==> src/rtl/instr_encoder_loader.sv <==
// instr_encoder_loader: packs decoded RV32I instruction fields into 32-bit words
// and writes them to instruction memory at consecutive word addresses.
// A single registered output stage with backpressure feeds the IMEM write port.
// The load-session FSM runs IDLE -> LOAD -> DRAIN -> DONE.
// Optional macro IMM_RANGE_CHECK_EN also flags immediates that do not fit their format.
module instr_encoder_loader #(
  parameter int ADDR_W = 32,
  parameter int DEPTH  = 1024
) (
  input  logic                       clk,
  input  logic                       rst_n,
  input  logic                       start,
  input  logic [ADDR_W-1:0]          base_addr,
  input  logic                       s_valid,
  output logic                       s_ready,
  input  logic                       s_last,
  input  logic [2:0]                 s_fmt,
  input  logic [6:0]                 s_opcode,
  input  logic [4:0]                 s_rd,
  input  logic [4:0]                 s_rs1,
  input  logic [4:0]                 s_rs2,
  input  logic [2:0]                 s_funct3,
  input  logic [6:0]                 s_funct7,
  input  logic [31:0]                s_imm,
  output logic                       m_valid,
  input  logic                       m_ready,
  output logic [ADDR_W-1:0]          m_addr,
  output logic [31:0]                m_data,
  output logic [$clog2(DEPTH+1)-1:0] count,
  output logic                       done,
  output logic                       err
);

  localparam int CW = $clog2(DEPTH + 1);

  typedef enum logic [1:0] {
    ST_IDLE  = 2'd0,
    ST_LOAD  = 2'd1,
    ST_DRAIN = 2'd2,
    ST_DONE  = 2'd3
  } state_t;

  state_t            r_state;
  state_t            w_state_nxt;
  logic              r_m_valid;
  logic [ADDR_W-1:0] r_m_addr;
  logic [31:0]       r_m_data;
  logic [ADDR_W-1:0] r_next_addr;
  logic [CW-1:0]     r_count;
  logic [CW-1:0]     r_accepted;
  logic              r_done;
  logic              r_err;
  logic              w_s_ready;
  logic              w_accept;
  logic              w_at_limit;
  logic              w_word_err;

  // Pack the fields of one beat; illegal formats become a NOP.
  function automatic logic [31:0] encode_word(
    input logic [2:0]  fmt,
    input logic [6:0]  op,
    input logic [4:0]  rd,
    input logic [4:0]  rs1,
    input logic [4:0]  rs2,
    input logic [2:0]  f3,
    input logic [6:0]  f7,
    input logic [31:0] imm
  );
    logic [31:0] w;
    case (fmt)
      3'd0:    w = {f7, rs2, rs1, f3, rd, op};
      3'd1:    w = {imm[11:0], rs1, f3, rd, op};
      3'd2:    w = {imm[11:5], rs2, rs1, f3, imm[4:0], op};
      3'd3:    w = {imm[12], imm[10:5], rs2, rs1, f3, imm[4:1], imm[11], op};
      3'd4:    w = {imm[31:12], rd, op};
      3'd5:    w = {imm[20], imm[10:1], imm[11], imm[19:12], rd, op};
      default: w = 32'h0000_0013;
    endcase
    return w;
  endfunction

  // Error for one beat: illegal format, odd branch/jump offset, optional range violation.
  function automatic logic beat_error(input logic [2:0] fmt, input logic [31:0] imm);
    logic e;
    case (fmt)
      3'd3, 3'd5: e = imm[0];
      3'd6, 3'd7: e = 1'b1;
      default:    e = 1'b0;
    endcase
`ifdef IMM_RANGE_CHECK_EN
    case (fmt)
      3'd1, 3'd2: e = e | (imm[31:11] != {21{imm[11]}});
      3'd3:       e = e | (imm[31:12] != {20{imm[12]}});
      3'd4:       e = e | (imm[11:0] != 12'd0);
      3'd5:       e = e | (imm[31:20] != {12{imm[20]}});
      default:    e = e;
    endcase
`endif
    return e;
  endfunction

  // s_ready is combinational so an accept and a drain can share one cycle.
  assign w_s_ready  = (r_state == ST_LOAD) && (!r_m_valid || m_ready);
  assign w_accept   = s_valid && w_s_ready;
  assign w_at_limit = (r_accepted == CW'(DEPTH - 1));
  assign w_word_err = beat_error(s_fmt, s_imm);

  // Session state register.
  always_ff @(posedge clk or negedge rst_n) begin
    if (!rst_n) begin
      r_state <= ST_IDLE;
    end else begin
      r_state <= w_state_nxt;
    end
  end

  // Next-state logic for the load session.
  always_comb begin
    w_state_nxt = r_state;
    case (r_state)
      ST_IDLE: begin
        if (start) w_state_nxt = ST_LOAD;
        else       w_state_nxt = ST_IDLE;
      end
      ST_LOAD: begin
        if (w_accept && (s_last || w_at_limit)) w_state_nxt = ST_DRAIN;
        else                                    w_state_nxt = ST_LOAD;
      end
      ST_DRAIN: begin
        if (!r_m_valid || m_ready) w_state_nxt = ST_DONE;
        else                       w_state_nxt = ST_DRAIN;
      end
      ST_DONE: w_state_nxt = ST_IDLE;
      default: w_state_nxt = ST_IDLE;
    endcase
  end

  // Output stage, address generation, counters and sticky error.
  always_ff @(posedge clk or negedge rst_n) begin
    if (!rst_n) begin
      r_m_valid   <= 1'b0;
      r_m_addr    <= '0;
      r_m_data    <= 32'h0000_0000;
      r_next_addr <= '0;
      r_count     <= '0;
      r_accepted  <= '0;
      r_done      <= 1'b0;
      r_err       <= 1'b0;
    end else begin
      r_done <= (w_state_nxt == ST_DONE);
      if ((r_state == ST_IDLE) && start) begin
        r_next_addr <= {base_addr[ADDR_W-1:2], 2'b00};
        r_count     <= '0;
        r_accepted  <= '0;
        r_err       <= 1'b0;
      end else begin
        if (w_accept) begin
          r_m_data    <= encode_word(s_fmt, s_opcode, s_rd, s_rs1, s_rs2,
                                     s_funct3, s_funct7, s_imm);
          r_m_addr    <= r_next_addr;
          r_next_addr <= r_next_addr + ADDR_W'(4);
          r_accepted  <= r_accepted + CW'(1);
          if (w_word_err || (w_at_limit && !s_last)) r_err <= 1'b1;
        end
        if (r_m_valid && m_ready) r_count <= r_count + CW'(1);
      end
      if (w_accept)     r_m_valid <= 1'b1;
      else if (m_ready) r_m_valid <= 1'b0;
    end
  end

  assign s_ready = w_s_ready;
  assign m_valid = r_m_valid;
  assign m_addr  = r_m_addr;
  assign m_data  = r_m_data;
  assign count   = r_count;
  assign done    = r_done;
  assign err     = r_err;

endmodule

==> config.mk <==
export PLATFORM = sky130hd
export DESIGN_NAME = instr_encoder_loader
export DESIGN_NICKNAME = d
export VERILOG_FILES = /design/src/rtl/instr_encoder_loader.sv
export SDC_FILE = /design/constraint.sdc
export NUM_CORES = 1
export LEC_CHECK = 0
export ABC_CLOCK_PERIOD_IN_PS = 1750
export CORE_MARGIN = 4
export CORE_UTILIZATION = 42
export CTS_CLUSTER_SIZE = 14
export DETAILED_ROUTE_END_ITERATION = 8
export HOLD_SLACK_MARGIN = 0.02
export PLACE_DENSITY = 0.77
export SETUP_SLACK_MARGIN = 0.15
export SLEW_MARGIN = 20
export SYNTH_ARGS = -nofsm -noshare
export SYNTH_HDL_FRONTEND = slang
export SYNTH_SLANG_ARGS = --single-unit
==> constraint.sdc <==
create_clock -name clk -period 1.75 [get_ports clk]
set_input_delay 0.35 -clock clk [delete_from_list [all_inputs] [get_ports clk]]
set_output_delay 0.35 -clock clk [all_outputs]
set_load 0.02 [all_outputs]
-- Word level (Yosys, flattened, before mapping)
Index checks and enable logic that the tools add are counted.
- flip-flop bits (word level): 123
- input bits: 105
- output and inout port bits: 79
- logic and storage cells: 63
- add/subtract/negate cells: 3
- equality and inequality tests: 12
- multiplexer cells: 17
- bitwise operators: 1
- reductions and logical operators: 21
- operators with widths (cell ; count):
    $pmux 32 s6 ; 1
    $mux 32 ; 2
    $mux 11 ; 4
    $add 32x3->32 const B ; 1
    $add 11x1->11 const B ; 2
    $eq 3x3->1 const B ; 4
    $eq 11x10->1 const B ; 1
    $pmux 2 s4 ; 1
    $reduce_bool 2->1 ; 4
    $mux 1 ; 7
    $eq 2x2->1 const B ; 3
    $eq 3x2->1 const B ; 2
    $logic_and 1x1->1 ; 6
    $reduce_and 2->1 ; 2
    $reduce_or 2->1 ; 2
    $eq 3x1->1 const B ; 1
    $logic_not 3->1 ; 1
    $logic_or 1x1->1 ; 3
    $eq 2x1->1 const B ; 1
    $logic_not 1->1 ; 2
    $logic_not 2->1 ; 1
    $mux 2 ; 1
    $pmux 1 s2 ; 1
    $not 1->1 ; 1

-- Longest topological paths before layout
- depth after elaboration: 8
- gate-level depth with buffers: 7
- depth with buffers taken out: 6

-- Worst setup path before layout
Ideal clock, no wire load.
- path type: register to register
- from: register r_m_valid, in the netlist m_valid
- to: register r_next_addr[21]
- setup time: 0.069 ns
- arrival time: 1.691 ns
- required time: 1.681 ns
- setup slack: -0.011 ns
- cell stages (with the launch flop): 6
- path buffers: 0
- period minus slack after synthesis: 1.761 ns
- path through: dfrtp_1 nand2b_2 nand3_4 or4_4 or3_1 nand3_1
- longest elaborated chain between the ends: 5
- ends and longest elaborated chain (what ; RTL line ; text):
    start: declaration ; 45 ; logic r_m_valid;
    start signal: assignment ; 141 ; r_m_valid <= 1'b0;
    start signal: assignment ; 167 ; if (w_accept) r_m_valid <= 1'b1;
    start signal: assignment ; 168 ; else if (m_ready) r_m_valid <= 1'b0;
    $logic_not 1->1 ; 103 ; assign w_s_ready = (r_state == ST_LOAD) && (!r_m_valid || m_ready);
    $logic_or 1x1->1 ; 103 ;
    $logic_and 1x1->1 ; 103 ;
    $logic_and 1x1->1 ; 104 ; assign w_accept = s_valid && w_s_ready;
    $reduce_bool 2->1 (no line) ; n/a ;
    end signal: assignment ; 152 ; r_next_addr <= {base_addr[ADDR_W-1:2], 2'b00};
    end signal: assignment ; 161 ; r_next_addr <= r_next_addr + ADDR_W'(4);
    end: declaration ; 48 ; logic [ADDR_W-1:0] r_next_addr;
No other way between the ends.
A chain may end at the register's enable or synchronous reset.

-- Worst setup path after layout
- from: register r_next_addr[3]
- to: register r_next_addr[21]
- longest elaborated chain between the ends: 3
- ends and longest elaborated chain (what ; RTL line ; text):
    $add 32x3->32 ; 161 ;
    $mux 32 ; 157 ; if (w_accept) begin
    $mux 32 ; 151 ; if ((r_state == ST_IDLE) && start) begin
No other way between the ends. The select of a mux whose other input is x is not followed.

==> qor.csv <==
stage;metric;value;unit
run;maxCapViolations;0;
pwr;p_sw;0.005774;W
finish;drive_above_1_share;20.13;%
global_route;grtUsageMet2;39.99;%
logic_synthesis;synth-simple-area-share;24.21;%
floorplan;start_util;43.28;%
floorplan;die_area;15700;sq um
logic_synthesis;synthAdderAreaFrac;0.6498;%
pwr;power;0.01485;W
clock_network;h-tree-depth;4;
clock_network;clock-root-buffer;clkbuf_16;
setup_path;cp_num_buf_inv;1;
global_route;grt_max_degree;48;
pwr;netSwitchingFraction;38.88;%
setup_path;worstPathRequired;2.10;ns
logic_synthesis;synth_area_leaders;dfrtp_1, nand2_1, nor2_1;
logic_synthesis;synthesis.area;5777;sq um
routing;wl_per_cell;18.30;um
sta;hold_slack;0.3522;ns
pwr;power_frac_seq;31.4;%
pwr;p_int;0.009078;W
finish;final_core_util;69.98;%
finish;nets;999;
setup_path;crit_path_top_delay_cell;dfrtp_1;
global_route;grt_usage;23.49;%
setup_path;crit_path_end_kind;register;
outcome;violations;negative setup slack;
finish;fill_cells;949;
floorplan;dieWidth;125.3;um
sta;skew;0.009665;ns
sta;setup_ws;-0.008267;ns
place;place_hpwl;13240;um
logic_synthesis;synth.distinct_cells;51;
routing;drtIter0Drc;564;
routing;drcViolationCount;0;
clock_network;cts_buffers;17;
pwr;p_clk_share;24.4;%
setup_path;cp_max_fo;5;
logic_synthesis;ys.flop_type;dfrtp_1;
setup_path;criticalPathCategory;register to register;
pwr;vdd_drop_max;899.5;uV
sta;fin_crit_sh;100.5;%
logic_synthesis;synthCells;639;
pwr;leakage;4.400;nW
pwr;combPwrFrac;44.3;%
global_route;gr-total-overflow;0;
global_route;grt_pass1_wl;30130;um
place;numPortBuffers;179;
logic_synthesis;seq_area_frac_synth;51.55;%
setup_path;critPathTopFamily;simple AND/OR/NAND/NOR gates;
global_route;met3_usage;9.041;%
setup_path;worstPathArrival;2.11;ns
logic_synthesis;ys_seq_elements;119;
logic_synthesis;ys_async_sr_fraction;100.0;%
finish;area.growth.synth_to_final;61.69;%
logic_synthesis;yosysTopAreaCellShare;51.55;%
place;dp_slack;-0.4071;ns
pwr;power.density;1590;nW/um^2
logic_synthesis;yosysWarnings;0;
clock_network;worstSkewPairLatency;0.42;ns
sta;rsz0062_at_grt;true;
finish;diodes;0;
floorplan;rows;42;
min_path;hold_start;m_ready;
logic_synthesis;synth_xor_area_share;2.577;%
global_route;met1_usage;27.19;%
logic_synthesis;synth_compound_area_share;15.77;%
setup_path;reg2reg_from;r_next_addr[3]$_DFFE_PN0P_;
clock_network;path_clk_slew;0.06;ns
clock_network;clock_path_buffers;2;
logic_synthesis;synth_area_per_cell;9.040;sq um
logic_synthesis;synth_top_area_cell;dfrtp_1;
clock_network;cts_tree;done;
logic_synthesis;synth_top_family_by_area;simple AND/OR/NAND/NOR gates;
sta;setup_viol;1;
global_route;antenna_found_initial;0;
setup_path;max_stage_delay;0.42;ns
setup_path;cp_cell_sequence;buf_6, nand4_1, nor2_2, nand3_1, or3_4, nand3_2;
routing;wirelength;19770;um
sta;min_period;1.758;ns
logic_synthesis;yosysMostFrequentCell;nand2_1;
min_path;hold_class;primary input to register;
routing;ant_nets;0;
clock_network;clock-sinks;119;
outcome;outcome;finished, violations left;
global_route;grt_pass1_vias;6182;
logic_synthesis;synth_commonest_cells;nand2_1, dfrtp_1, nor2_1;
sta;final-max-slew-violation-count;0;
global_route;grt.busiest_layer;met2;
setup_path;crit_start;r_next_addr[3]$_DFFE_PN0P_;
place;routabilityCongestion;0.8530;
sta;hold_violations;0;
setup_path;reg2reg_slack;-0.008;ns
finish;multi_input_area;2889;sq um
setup_path;crit_path_start_kind;register;
logic_synthesis;synth_mux_area_share;1.949;%
logic_synthesis;synth_edf_count;0;
floorplan;fp.coreArea;13350;sq um
floorplan;ioPinCount;184;
routing;firstDrtPassIters;5;
floorplan;die_y;125.3;um
routing;via_per_inst;5.643;
finish;register_area;2982;sq um
sta;max_freq;0.5687;GHz
routing;vias;6094;
-- cell families (layout without fill, tap and decap cells) --
family          count (synthesis)  in the layout
buf+inv                        45            309
mux                            11             11
fa+ha+maj                       3              3
flops                         119            119
xor+xnor                       17             17
compound gates                134            134
simple gates                  309            309
other cells                     1              2
-- power by group through the flow --
stage,sequential [W],clock (W),combinational [W]
after detailed placement,0.00464,0,0.00610
final,0.00466,0.00362,0.00657
after global routing,0.00478,0.00380,0.00710
after global placement,0.00459,0,0.00594
after floorplan,0.00541,0,0.00222
after CTS,0.00458,0.00365,0.00579
-- what timing repair did --
action                                  in CTS  in global routing
setup buffers                               13                 17
gates resized for setup                     94                 91
hold buffers                                 1                  0
endpoints found under the setup margin     115                 71
hold endpoints to repair                    21                  0
pin swaps                                   13                 41
gates cloned                                 0                  3
-- sequential cells by signal (all words and copies together) (netlist names) --
register,cells
m_data,32
err,1
m_addr,30
r_accepted,11
done,1
count,11
m_valid,1
r_state,2
r_next_addr,30
-- area by class of cell --
class / instances / share of cell area (%)
clock buffers: 20 / 4.997
clock inverters: 12 / 1.608
inverters: 5 / 0.2009
multi-input cells: 476 / 30.93
flip-flops and latches: 119 / 31.92
well taps: 176 / 2.358
repair buffers: 272 / 27.98
-- final timing paths --
| check | cells after the start | to |
|---|---|---|
| worst max-delay path | 6 | r_next_addr[21]$_DFFE_PN0P_ |
| worst min-delay path | 3 | m_valid$_DFFE_PN0P_ |
| worst max register to register | 6 | r_next_addr[21]$_DFFE_PN0P_ |
| worst min register to register | 2 | m_addr[26]$_DFFE_PN0P_ |
| max in group asynchronous | 3 | r_next_addr[5]$_DFFE_PN0P_ |
| min in group asynchronous | 2 | r_accepted[1]$_DFFE_PN0P_ |
-- stage by stage --
step | cells | area (sq um) | setup TNS, ns
final | 1080 | 9340 | -0.008267
after global routing | 1080 | 9340 | -0.8658
after CTS | 1060 | 8841 | -0.1238
after detailed placement | 1014 | 8165 | -23.08
after global placement | 1014 | 8165 | -16.34
after floorplan | 640 | 5807 | 0
-- per-layer routing --
| metal | share of wire, % | wire (um) |
|---|---|---|
| met5 | 0 | 0 |
| met4 | 1.7 | 344 |
| met3 | 10 | 2023 |
| met2 | 51 | 10010 |
| met1 | 37 | 7393 |
-- cells in the final DEF, fill, tap and decap left out, types with 3 or more instances in the layout --
master	synthesis	layout
nand2_1	157	155
dfrtp_1	119	116
clkdlybuf4s50_1	0	100
dlygate4sd2_1	0	76
buf_4	2	65
nor2_1	62	59
o21ai_0	44	23
clkbuf_16	0	20
o21ai_1	1	19
buf_6	0	19
nand3_1	26	18
a221oi_1	18	16
nand4_1	15	15
and3_1	12	11
a21oi_1	17	11
o211ai_1	11	11
o311ai_1	0	10
xor2_1	9	9
mux2i_1	9	9
a22oi_1	9	9
nor2b_1	9	8
xnor2_1	8	8
a21oi_2	0	6
buf_12	0	6
inv_1	5	5
nand3_4	1	5
nand3_2	0	4
a221o_1	4	4
a22o_1	4	4
clkinv_2	0	4
nor3_4	0	3
nor3_2	2	3
o21ai_2	0	3
a32oi_1	3	3
o22a_1	3	3
clkbuf_8	0	3
bufinv_16	0	3
clkinvlp_4	0	3
dfrtp_2	0	3
-- worst min-delay path, cell delays in order --
cell,delay [ns]
dlymetal6s2s_1,0.14
nand2b_4,0.19
nand2_1,0.05
Power figures use the tool's default switching activity.
